File: src/rtl/csc_input_arbiter.sv
// Round-robin burst arbiter feeding the colour space converter pixel input.
// Build option CSC_ARB_PRIO_EN gives source 0 fixed priority at arbitration time.
module csc_input_arbiter #(
    parameter  int NUM_SRC   = 4,
    parameter  int BURST_LEN = 16,
    localparam int GW        = $clog2(NUM_SRC),
    localparam int CW        = $clog2(BURST_LEN + 1)
) (
    input  logic                 clk,
    input  logic                 rst_i,
    input  logic [NUM_SRC-1:0]   src_valid,
    output logic [NUM_SRC-1:0]   src_ready,
    input  logic [NUM_SRC*8-1:0] src_red,
    input  logic [NUM_SRC*8-1:0] src_green,
    input  logic [NUM_SRC*8-1:0] src_blue,
    output logic                 data_valid_i,
    output logic [7:0]           red_i,
    output logic [7:0]           green_i,
    output logic [7:0]           blue_i,
    output logic [GW-1:0]        grant_o,
    output logic                 busy_o
);

    // state   | meaning
    // S_IDLE  | no grant; arbitrating among requesters (costs one cycle)
    // S_BURST | grant held; accepting up to BURST_LEN pixels from one source
    localparam logic [0:0] S_IDLE  = 1'b0;
    localparam logic [0:0] S_BURST = 1'b1;

    logic [0:0]    state;
    logic [GW-1:0] rr_ptr;
    logic [GW-1:0] grant;
    logic [CW-1:0] cnt;
    logic [GW-1:0] next_grant;
    logic [GW-1:0] cand;
    logic          found;
    logic          accept;
    logic          last;
    logic [7:0]    sel_red;
    logic [7:0]    sel_green;
    logic [7:0]    sel_blue;

    function automatic logic [GW-1:0] inc_mod(input logic [GW-1:0] v);
        return (v == GW'(NUM_SRC - 1)) ? '0 : v + GW'(1);
    endfunction

    // First requester at or after rr_ptr, wrapping modulo NUM_SRC.
    always_comb begin
        found      = 1'b0;
        next_grant = rr_ptr;
        cand       = rr_ptr;
        for (int i = 0; i < NUM_SRC; i++) begin
            if (!found && src_valid[cand]) begin
                found      = 1'b1;
                next_grant = cand;
            end
            cand = inc_mod(cand);
        end
`ifdef CSC_ARB_PRIO_EN
        if (src_valid[0]) begin
            found      = 1'b1;
            next_grant = '0;
        end
`endif
    end

    always_comb begin
        sel_red   = '0;
        sel_green = '0;
        sel_blue  = '0;
        for (int k = 0; k < NUM_SRC; k++) begin
            if (grant == GW'(k)) begin
                sel_red   = src_red[k*8 +: 8];
                sel_green = src_green[k*8 +: 8];
                sel_blue  = src_blue[k*8 +: 8];
            end
        end
    end

    always_comb begin
        src_ready = '0;
        if (state == S_BURST) begin
            src_ready[grant] = 1'b1;
        end
    end

    assign accept  = (state == S_BURST) && src_valid[grant];
    assign last    = (cnt == CW'(BURST_LEN - 1));
    assign busy_o  = (state == S_BURST);
    assign grant_o = grant;

    always_ff @(posedge clk or posedge rst_i) begin
        if (rst_i) begin
            state        <= S_IDLE;
            rr_ptr       <= '0;
            grant        <= '0;
            cnt          <= '0;
            data_valid_i <= 1'b0;
            red_i        <= '0;
            green_i      <= '0;
            blue_i       <= '0;
        end else begin
            data_valid_i <= accept;
            if (accept) begin
                red_i   <= sel_red;
                green_i <= sel_green;
                blue_i  <= sel_blue;
            end
            if (state == S_IDLE) begin
                if (found) begin
                    grant <= next_grant;
                    cnt   <= '0;
                    state <= S_BURST;
                end
            end else begin
                if (accept) begin
                    cnt <= cnt + CW'(1);
                end
                // A source going quiet ends its burst so others are not starved.
                if (!src_valid[grant] || last) begin
                    state  <= S_IDLE;
                    rr_ptr <= inc_mod(grant);
                end
            end
        end
    end

endmodule

File: config.mk
export PLATFORM = sky130hd
export DESIGN_NAME = csc_input_arbiter
export DESIGN_NICKNAME = d
export VERILOG_FILES = /design/src/rtl/csc_input_arbiter.sv
export SDC_FILE = /design/constraint.sdc
export NUM_CORES = 1
export LEC_CHECK = 0
export BUFFER_PORTS_ARGS = -buffer_cell sky130_fd_sc_hd__buf_4
export CAP_MARGIN = 10
export CORE_ASPECT_RATIO = 0.8
export CORE_UTILIZATION = 43
export DETAILED_ROUTE_END_ITERATION = 12
export PLACE_DENSITY_LB_ADDON = 0.12
export SYNTH_ARGS = -nofsm -noshare
export SYNTH_HDL_FRONTEND = slang
export SYNTH_SLANG_ARGS = --single-unit
export TNS_END_PERCENT = 100
File: constraint.sdc
create_clock -name clk -period 2.9 [get_ports clk]
set_input_delay 0.29 -clock clk [delete_from_list [all_inputs] [get_ports clk]]
set_output_delay 0.29 -clock clk [all_outputs]
set_load 0.005 [all_outputs]
# Word level (Yosys, flattened, before mapping)
# Cells that the tools add are included.
# classes
n_addsub,5
n_lt_le_gt_ge,6
n_eq_ne,8
mux,42
bitwise,1
n_reduce_logical,15
# ops
operator,count
$mux 8,12
$lt 2x3->1 const B,5
$mux 5,3
$mux 2,7
$mux 1,13
$bmux 1 s2,5
$eq 2x2->1 const B,5
$add 2x1->2 const B,4
$reduce_and 2->1,3
$add 5x1->5 const B,1
$eq 5x4->1 const B,1
$logic_and 1x1->1,5
$logic_not 1->1,4
$mux 4,1
$demux 1 s2,1
$eq 2x1->1 const B,1
$ge 2x1->1 const B,1
$logic_not 2->1,1
$ne 2x1->1 const B,1
$reduce_bool 2->1,1
$logic_or 1x1->1,1
$not 1->1,1
# word_totals
ff_bits,35
in_bits,102

# Depth between registers and ports, before layout
# logic_depth
ltp_word,14
mapped_depth,9

# Least setup slack after synthesis
# OpenSTA, ideal clock, no wires.
# synth_timing
path_kind,reg2reg
start,register rr_ptr[1]
end,register grant[1] (netlist: grant_o[1])
setup_time_ns,0.121
t_arrival_ns,2.188
setup_slack_ns,0.591
path_stages_with_launch,8
period_less_slack_ns,2.309
cell_sequence,dfrtp_1 ha_1 mux2_2 mux2i_4 a31oi_1 a311o_1 a32o_1 a22o_1
# synth_via
elab_chain_cells,13
word_cells_on_any_way,31
cone_classes,add/sub (3); eq/ne (3); mux (18); reduce/logical (7)
# synth_lines
element,line,rtl
from (decl),31,logic [GW-1:0] rr_ptr;
from (signal assigned),122,rr_ptr <= inc_mod(grant);
"parallel branches: the longest is 13 deep, another holds $add 2x1->2",-,
to (signal assigned),111,grant <= next_grant;
to (decl),32,logic [GW-1:0] grant;
# Parallel ways; which one is timed is not known. The select of a mux whose other input is x is not followed.
# A chain may end at the register's enable or synchronous reset.

# Worst setup path after layout
# Ends and elaborated chain as after synthesis.

==> results.txt <==
134 I/O pins were placed. The run finished with clean final reports. The CTS buffer count came out at 5. Setup repair after global routing left no endpoint under its margin. The final-report max-slew violation count was 0. The library cells used most frequently in the layout, excluding fill and tap cells, are 143 x buf_4, 36 x nand2_1, 35 x dfrtp_1.

The ratio of cells with drive above 1 in the final layout is 38.0%. The tree built by TritonCTS fans out to 35 sinks. Across the whole layout, storage elements account for 876 um^2. The required time at the endpoint of the critical path was 3070 ps; the number of input and output port buffers inserted was 133. In this run the cell area measured after placement is 3580 um^2. The area of the multi-input gates is 1500 um^2.

STA classifies the critical path startpoint as a flip-flop. The number of hold buffers added after CTS was 0. End point of the critical path: grant_o[1]$_DFFE_PP0P_. The count of mapped cells out of synthesis is 303. Counting flops with an async set or reset pin after synthesis yields a share of 100%. The wire length of the first global-routing pass is 11.6 mm, and the count of unique library cells instantiated by Yosys is 48. The transition at the pin with the smallest max-transition slack is 537 ps.

The final layout contains routed wiring with a total length of 7.34 mm. The average instance in the mapped netlist occupies 8.31 um^2. The first-pass detailed-route iteration total is 4. VDD sags by at most 0.581 mV. Maximum net fanout on the critical path: 9. Via count of the first global-routing pass: 2528. The root buffer cell chosen for the clock tree is clkbuf_8. The final total negative setup slack was 0 ps; the remaining routing DRC violations was 0. The tools report the post-CTS resize count as 0. Routability-driven placement finished with a final weighted congestion of 0.887.

The initial antenna violation count is 0. The logs give 45.3% for the effective utilization at floorplan and 2520 um^2 for the post-synthesis cell area. Fill cells in the final layout number 464. Data on the critical path arrives at its endpoint at 2660 ps. The tools report the number of nets produced by synthesis as 412. The die boundary height came out at 70.4 um. The tools report the slack of the worst reg-to-reg path as 410 ps.

Across all hold checks on the routed design, the worst slack comes to 119 ps. Insertion delay to the later sink of the worst-skew pair: 280 ps. For the final antenna-violating net count, the log shows 0. The highest achievable clock rate came out at 0.401 GHz.

The number of H-tree branching levels was 2; the detailed-route via count was 2759. The most common cell after layout, fill and taps aside was buf_4. On the final layout, the worst clock skew is 3.35 ps. After detailed routing, the number of vias per cell comes to 5.44. The share of the Yosys chip area taken by registers is 34.8%.

The run gives 2 as the maximum buffer depth of the clock tree. In this run the critical register-to-register path is launched from rr_ptr[1]$_DFFE_PP0P_. The worst path uses 85.9% of the clock period. After clock tree synthesis, the clock-pin slew on the worst setup and hold paths is 70 ps. The core region is 5560 um^2. Max-cap violations in this run came to 0. The dominant register cell in the synthesized netlist was dfrtp_1.

Summed over all layers, the global routing overflow is 0. Entering global routing, the biggest net connects 50 pins. The flip-flop and latch count after synthesis was 35. In the global route stage, overall resource usage came out at 23.9%. The final-report setup violation count is 0. The critical register-to-register path endpoint is grant_o[1]$_DFFE_PP0P_. The wire-length estimate of the detail-placed layout is 5.57 mm.

The area added between synthesis and finish was 47.1%. Critical path class: flip-flop to flip-flop. The final-report hold violation count was 0. For the final cell area excluding filler cells, the log shows 3700 um^2.

The antenna diode count is 0, and the x dimension of the die is 87.5 um. The worst hold path belongs to the class input pin to async pin. The floorplan step defined a die boundary enclosing 6170 um^2. Starting DRC count in detailed routing: 108. Power spread over the standard cell area amounts to 1020 nW/um^2.

TritonCTS built the clock tree. After floorplanning, the core was divided into 24 placement rows. The number of flops mapped to enable cells by yosys was 0.

Kind of end point of the critical path: a flip-flop. The headroom to the max-slew limit is 64.2%, and the routed length per placed instance is 14.5 um. For the worst flop-to-flop path, the logic depth is 7. After the last flow step, the layout net total stands at 537. The clock period could shrink to 2490 ps. First element of the critical path: rr_ptr[1]$_DFFE_PP0P_. For this run, the number of Yosys warnings is 0. In this run the static leakage power is 1.76 nW. The post-CTS setup repair buffer count came out at 0.
-- cell usage after synthesis, types with 2 or more instances --
master	n	share of area (%)
a21oi_1	33	6.6
a31oi_1	2	0.50
inv_1	10	1.5
ha_1	7	3.5
clkbuf_1	22	3.3
mux4_2	2	1.8
o31ai_1	2	0.60
nor3b_1	2	0.60
nand2_1	36	5.4
o21ai_0	28	5.6
xor2_1	2	0.70
nand3b_1	4	1.2
nor2_1	6	0.89
nor3_1	23	4.6
mux2_2	4	1.8
nand3_1	4	0.80
nor2b_1	24	6.0
a221oi_1	22	7.7
mux2i_1	2	0.80
dfrtp_1	35	35
and2_1	6	1.5
-- sequential cells by signal, indices dropped and copies added (netlist names) --
| signal | flops |
|---|---|
| cnt | 5 |
| green_i | 8 |
| busy_o | 1 |
| red_i | 8 |
| grant_o | 2 |
| rr_ptr | 2 |
| blue_i | 8 |
| data_valid_i | 1 |
-- final cells by class --
class | count | share of cell area (%)
Multi-Input combinational cell | 233 | 40.5
Inverter | 10 | 1.01
Clock buffer | 6 | 2.23
Tap cell | 78 | 2.64
Timing Repair Buffer | 143 | 29.0
Clock inverter | 2 | 0.946
Sequential cell | 35 | 23.7
-- through the flow --
step,worst slack (ps),power (mW),std cells,util (%)
after global routing,280,4.13,507,66.6
after floorplan,591,2.54,303,-
after CTS,423,3.82,507,66.6
final,409,3.79,507,66.6
after detailed placement,445,3.37,499,64.5
after global placement,500,3.28,499,64.5
-- critical path, cell delays in order, from the launching register on --
cell and delay [ps]:
dfrtp_1 500, ha_1 430, mux2_2 390, mux2i_4 180, a31oi_1 120, a311o_1 340, a32o_1 260, a22o_1 170
-- metal layers --
metal  global-route usage [%]  vias to the layer above  share of wire, %
met3                     4.14                       11               6.9
met5                        0                        -                 0
met1                     30.0                     1273                43
met2                     41.5                      123                49
met4                     7.29                        0               1.4
li1                         -                     1352                 -
-- report_power, final --
part	internal [mW]	switching [mW]
sequential	0.698	0.174
clock	0.278	0.169
combinational	1.18	1.29
total	2.16	1.64
-- cells by family (layout without fill, tap and decap cells) --
group           count (synthesis)  after routing  share of synthesized area [%]
compound gates                100            100                           26.3
xor+xnor                        3              3                           1.04
fa+ha+maj                       7              7                           3.48
buf+inv                        35            161                           5.72
flops                          35             35                           34.8
mux                             9              9                           5.27
simple gates                  114            114                           23.4
-- how the worst min path moves through the flow --
| stage | endpoint | cells past startpoint |
|---|---|---|
| 6_report | blue_i[0]$_DFFE_PP0P_ | 3 |
| 3_5_place_dp | cnt[0]$_DFFE_PP0P_ | 3 |
| 3_3_place_gp | red_i[6]$_DFFE_PP0P_ | 3 |
| 2_1_floorplan | blue_i[0]$_DFFE_PP0P_ | 1 |
| 5_1_grt | cnt[0]$_DFFE_PP0P_ | 3 |
| 4_1_cts | blue_i[0]$_DFFE_PP0P_ | 3 |
No activity file was read; power rests on OpenSTA's default activity.
